**config.mk**
```make
export PLATFORM = sky130hd
export DESIGN_NAME = photon_bin_counter
export DESIGN_NICKNAME = d
export VERILOG_FILES = /design/src/rtl/photon_bin_counter.sv
export SDC_FILE = /design/constraint.sdc
export NUM_CORES = 1
export LEC_CHECK = 0
export CAP_MARGIN = 20
export CORE_UTILIZATION = 58
export CTS_CLUSTER_DIAMETER = 150
export CTS_CLUSTER_SIZE = 12
export DETAILED_ROUTE_END_ITERATION = 16
export DONT_BUFFER_PORTS = 1
export PLACE_DENSITY = 0.86
export SLEW_MARGIN = 20
export SYNTH_ARGS = -nofsm -noshare
export SYNTH_HDL_FRONTEND = slang
export SYNTH_SLANG_ARGS = --single-unit
```
**constraint.sdc**
```tcl
create_clock -name clk -period 3.05 [get_ports clk]
set_input_delay 0.61 -clock clk [delete_from_list [all_inputs] [get_ports clk]]
set_output_delay 0.61 -clock clk [all_outputs]
set_load 0.01 [all_outputs]
```
**src/rtl/photon_bin_counter.sv**
```systemverilog
// Gated photon-event bin counter: counts discriminator strobes in consecutive
// fixed-length time bins after a trigger and streams {bin_idx, count} words
// out over AXI-Stream through a small first-word-fall-through FIFO.
module photon_bin_counter #(
  parameter int unsigned COUNT_WIDTH      = 24,
  parameter int unsigned BIN_IDX_WIDTH    = 8,
  parameter int unsigned GATE_WIDTH       = 32,
  parameter int unsigned FIFO_DEPTH       = 4,
  parameter int unsigned AXIS_TDATA_WIDTH = 32
) (
  input  logic                        clk,
  input  logic                        rst,
  input  logic                        event_in,
  input  logic                        trigger,
  input  logic [GATE_WIDTH-1:0]       gate_len,
  input  logic [BIN_IDX_WIDTH-1:0]    num_bins,
  output logic [AXIS_TDATA_WIDTH-1:0] M_AXIS_OUT_tdata,
  output logic                        M_AXIS_OUT_tvalid,
  input  logic                        M_AXIS_OUT_tready,
  output logic                        busy,
  output logic                        done,
  output logic                        overflow
);

  localparam int unsigned PTR_W = (FIFO_DEPTH > 1) ? $clog2(FIFO_DEPTH) : 1;
  localparam int unsigned LVL_W = PTR_W + 1;
  localparam logic [COUNT_WIDTH-1:0] COUNT_MAX = {COUNT_WIDTH{1'b1}};

  typedef enum logic {IDLE, COUNT} state_t;

  state_t                     state, state_d;
  logic [GATE_WIDTH-1:0]      gate_cnt, gate_cnt_d;
  logic [GATE_WIDTH-1:0]      gate_m1, gate_m1_d;
  logic [BIN_IDX_WIDTH-1:0]   bin_idx, bin_idx_d;
  logic [BIN_IDX_WIDTH-1:0]   bins_m1, bins_m1_d;
  logic [COUNT_WIDTH-1:0]     count, count_d, count_inc;
  logic                       busy_d, done_d;
  logic                       start, push;
  logic [AXIS_TDATA_WIDTH-1:0] push_word;

  logic [AXIS_TDATA_WIDTH-1:0] mem [FIFO_DEPTH];
  logic [PTR_W-1:0]           rd_ptr, wr_ptr;
  logic [LVL_W-1:0]           level;
  logic                       full, pop, wr_en, drop;

  // Next-state logic: acquisition sequencing, bin timing and word formation
  always_comb begin
    state_d    = state;
    gate_cnt_d = gate_cnt;
    gate_m1_d  = gate_m1;
    bin_idx_d  = bin_idx;
    bins_m1_d  = bins_m1;
    count_d    = count;
    done_d     = 1'b0;
    start      = 1'b0;
    push       = 1'b0;
    push_word  = '0;
    count_inc  = (event_in && (count != COUNT_MAX)) ? count + COUNT_WIDTH'(1) : count;
    case (state)
      IDLE: begin
        if (trigger && (num_bins != '0)) begin
          state_d    = COUNT;
          start      = 1'b1;
          gate_cnt_d = '0;
          bin_idx_d  = '0;
          count_d    = '0;
          // Store length-1 so the last-cycle test is a plain compare; 0 acts as 1
          gate_m1_d  = (gate_len == '0) ? '0 : gate_len - GATE_WIDTH'(1);
          bins_m1_d  = num_bins - BIN_IDX_WIDTH'(1);
        end
      end
      COUNT: begin
        count_d = count_inc;
        if (gate_cnt == gate_m1) begin
          push       = 1'b1;
          push_word  = AXIS_TDATA_WIDTH'({bin_idx, count_inc});
          count_d    = '0;
          gate_cnt_d = '0;
          bin_idx_d  = bin_idx + BIN_IDX_WIDTH'(1);
          if (bin_idx == bins_m1) begin
            done_d  = 1'b1;
            state_d = IDLE;
          end
        end else begin
          gate_cnt_d = gate_cnt + GATE_WIDTH'(1);
        end
      end
      default: state_d = IDLE;
    endcase
    busy_d = (state_d == COUNT);
  end

  // Control and status registers
  always_ff @(posedge clk) begin
    if (rst) begin
      state    <= IDLE;
      gate_cnt <= '0;
      gate_m1  <= '0;
      bin_idx  <= '0;
      bins_m1  <= '0;
      count    <= '0;
      busy     <= 1'b0;
      done     <= 1'b0;
    end else begin
      state    <= state_d;
      gate_cnt <= gate_cnt_d;
      gate_m1  <= gate_m1_d;
      bin_idx  <= bin_idx_d;
      bins_m1  <= bins_m1_d;
      count    <= count_d;
      busy     <= busy_d;
      done     <= done_d;
    end
  end

  assign M_AXIS_OUT_tvalid = (level != '0);
  assign M_AXIS_OUT_tdata  = M_AXIS_OUT_tvalid ? mem[rd_ptr] : '0;
  assign full  = (level == LVL_W'(FIFO_DEPTH));
  assign pop   = M_AXIS_OUT_tvalid && M_AXIS_OUT_tready;
  assign wr_en = push && (!full || pop);
  assign drop  = push && full && !pop;

  // FIFO storage; contents are qualified by level, so no reset needed
  always_ff @(posedge clk) begin
    if (wr_en) mem[wr_ptr] <= push_word;
  end

  // FIFO pointers, occupancy and sticky overflow
  always_ff @(posedge clk) begin
    if (rst) begin
      rd_ptr   <= '0;
      wr_ptr   <= '0;
      level    <= '0;
      overflow <= 1'b0;
    end else begin
      if (wr_en) wr_ptr <= wr_ptr + PTR_W'(1);
      if (pop)   rd_ptr <= rd_ptr + PTR_W'(1);
      case ({wr_en, pop})
        2'b10:   level <= level + LVL_W'(1);
        2'b01:   level <= level - LVL_W'(1);
        default: level <= level;
      endcase
      if (start)     overflow <= 1'b0;
      else if (drop) overflow <= 1'b1;
    end
  end

endmodule

```
==> results_dict.tcl <==
set metrics [dict create \
    antenna_found_initial 0 \
    die_area_um2 20490 \
    dieHeight_um 143.1 \
    ys_seq_area_frac 0.5337 \
    vias 7924 \
    gp_congestion 0.8563 \
    power_frac_comb 0.147 \
    die_w_um 143.1 \
    wirelength_mm 22.51 \
    io_pins 81 \
    skew_ns 0.02233 \
    startpoint_type "flop" \
    pwr-share-clk 0.365 \
    clkLatencyLatePin_ns 0.51 \
    final_cell_mix "edfxtp_1 (128), dfxtp_1 (115), nand2_1 (91), xnor2_1 (84), nor2_1 (81)" \
    cts.sinks 244 \
    start_util 0.5917 \
    n_antenna_cell 0 \
    period_needed_ns 2.539 \
    dominantRegCellSynth "edfxtp_1" \
    synth.largest_area_cell "edfxtp_1" \
    wl_per_cell_um 17.25 \
    rsz0062_at_grt "false" \
    sw_frac_of_total 0.2556 \
    initialDrtViolationCount 685 \
    setup_tns_ns 0 \
    slew_viol_final 0 \
    worst_pin_slew_ns 0.6348 \
    crit_fanout 8 \
    slew_headroom 0.5749 \
    setup_viol 0 \
    crit_family "simple AND/OR/NAND/NOR gates" \
    grt_max_degree 100 \
    synth.top_cell.area_share 0.3327 \
    power.switching_w 0.001860 \
    p_int_w 0.005417 \
    port_buffers 0 \
    drive_gt1_frac 0.09231 \
    synth_area_um2 11550 \
    worstHoldPathType "input pin to flop" \
    clk_pin_slew_ns 0.06 \
    end_kind "flop" \
    grt_pass1_vias 7625 \
    cp.required_ns 3.50 \
    arrival_ns 2.99 \
    num_rows 51 \
    powerDensity_nw_per_um2 581.1 \
    grt_usage 0.2294 \
    cap_violations 0 \
    h-tree-depth 1 \
    max_freq_ghz 0.3938 \
    cts-resized-gates 0 \
    drtAntennaViolNets 0 \
    slowest_stage "nor4_1" \
    tritoncts "yes" \
    cts_setup_buffers 0 \
    p_seq_frac 0.488 \
    drt_first_pass_iters 8 \
    yosysWarnings 0 \
    fin_crit_sh 0.8326 \
    cp_num_buf_inv 0 \
    ys_async_sr_fraction 0 \
    cp_slowest_stage_delay_ns 0.61 \
    grt_overflow 0 \
    dp_hpwl_mm 14.70 \
    grt_pass1_wl_mm 37.77 \
    p_leak_nw 3.615 \
    crit_chain "nand4_1 > nor4_1 > and4_1 > nand2_1 > or3b_2 > a31oi_1" \
    status "complete, no violations" \
    hold_violations 0 \
    cts-root-buf "clkbuf_16" \
    worstSetupPathType "flop to flop" \
    synthTopCellsByArea "edfxtp_1 (33%), dfxtp_1 (20%), xnor2_1 (6.4%)" \
    viasPerCell 6.072 \
    synth_edf_count 128 \
    synth_cells 1052 \
    synth_cell_type_count 54 \
    synth_nets 1109 \
    p_total_w 0.007277 \
    holdWs_ns 0.1720 \
    cts_buffers 24 \
    cts_buffer_depth 3 \
    core_area_um2 19530 \
    drcViolationCount 0 \
    ys_ff_latch 244 \
    final_common_cell "edfxtp_1" \
    peakVddDrop_v 0.0004570 \
    area_growth_pct 8.382 \
    postCtsHoldBufs 0 \
    final_nets 1082 \
    synth_area_per_cell_um2 10.98 \
]
power by group through the flow:
stage | clock network, W | logic (W) | registers, W
floorplan | 0 | 0.000908 | 0.00360
global placement | 0 | 0.00107 | 0.00361
detailed placement | 0 | 0.00111 | 0.00362
CTS | 0.00270 | 0.00111 | 0.00355
global route | 0.00285 | 0.00121 | 0.00356
finish | 0.00266 | 0.00107 | 0.00355
cell type report:
type                    count  area (um2)
flip-flops and latches    244        6167
fillers                  1498        7004
clock inverters             1       8.758
inverters                  17       63.81
clock buffers              40       681.9
multi-input cells         721        5066
well taps                 265       331.6
repair buffers             17       202.7
cells in the mapped netlist (all sizes together), types with 3 or more instances:
cell	instances
a211oi	15
a41oi	8
nand4	20
mux2i	4
a311oi	41
buf	15
edfxtp	128
ha	11
a31oi	18
and3	14
nand2b	17
nand3b	4
or4	5
and4	11
nor4b	3
xor2	18
nor2b	35
a21oi	44
nand3	32
and2	18
xnor2	84
o21ai	43
nor4	15
mux2	3
mux4	32
dfxtp	116
inv	17
nor3	28
nand2	91
nor2	82
or3	9
clkbuf	55
flip-flops by register name (all words and copies together), names as in the netlist, named ones only:
| signal | count |
|---|---|
| state | 1 |
| count | 24 |
| overflow | 1 |
| mem | 128 |
| gate_cnt | 32 |
| gate_m1 | 32 |
| wr_ptr | 2 |
| done | 1 |
| level | 3 |
| rd_ptr | 2 |
| bin_idx | 8 |
| bins_m1 | 8 |
path summary, 6_finish.rpt:
| check | from | to | slack, ns | cells after the start |
|---|---|---|---|---|
| worst max-delay path | gate_cnt[8]$_SDFFE_PP0P_ | gate_cnt[24]$_SDFFE_PP0P_ | 0.51 | 6 |
| worst min register to register | gate_m1[28]$_SDFFE_PP0P_ | gate_m1[28]$_SDFFE_PP0P_ | 0.46 | 2 |
| worst max register to register | gate_cnt[8]$_SDFFE_PP0P_ | gate_cnt[24]$_SDFFE_PP0P_ | 0.51 | 6 |
| worst min-delay path | rst | gate_cnt[31]$_SDFFE_PP0P_ | 0.17 | 1 |
layer usage:
metal | wire (um) | GRT usage | vias up | part of all wire
met5 | 0 | 0 | - | 0
met4 | 496 | 0.06848 | 0 | 0.022
met3 | 1188 | 0.03521 | 44 | 0.053
met2 | 11040 | 0.3915 | 257 | 0.49
met1 | 9787 | 0.3014 | 3793 | 0.43
li1 | - | - | 3830 | -
kinds of logic after synthesis:
kind of cell,share of synthesized area
adder cells (fa/ha/maj),0.01365
AND/OR/NAND/NOR,0.1776
buffers and inverters,0.02946
multiplexers,0.06877
AO/OA/AOI/OAI,0.09952
flip-flops,0.5337
XOR/XNOR,0.07732
metrics by stage:
step                        util  instance area (um2)  worst slack (ns)  cells
after floorplan                -                11550            0.1062   1052
after global placement    0.6059                11830            0.3627   1264
after detailed placement  0.6059                11830            0.3471   1264
after CTS                 0.6413                12520            0.5145   1305
after global routing      0.6413                12520            0.2913   1305
final                     0.6413                12520            0.5106   1305
Power figures use the tool's default switching activity.
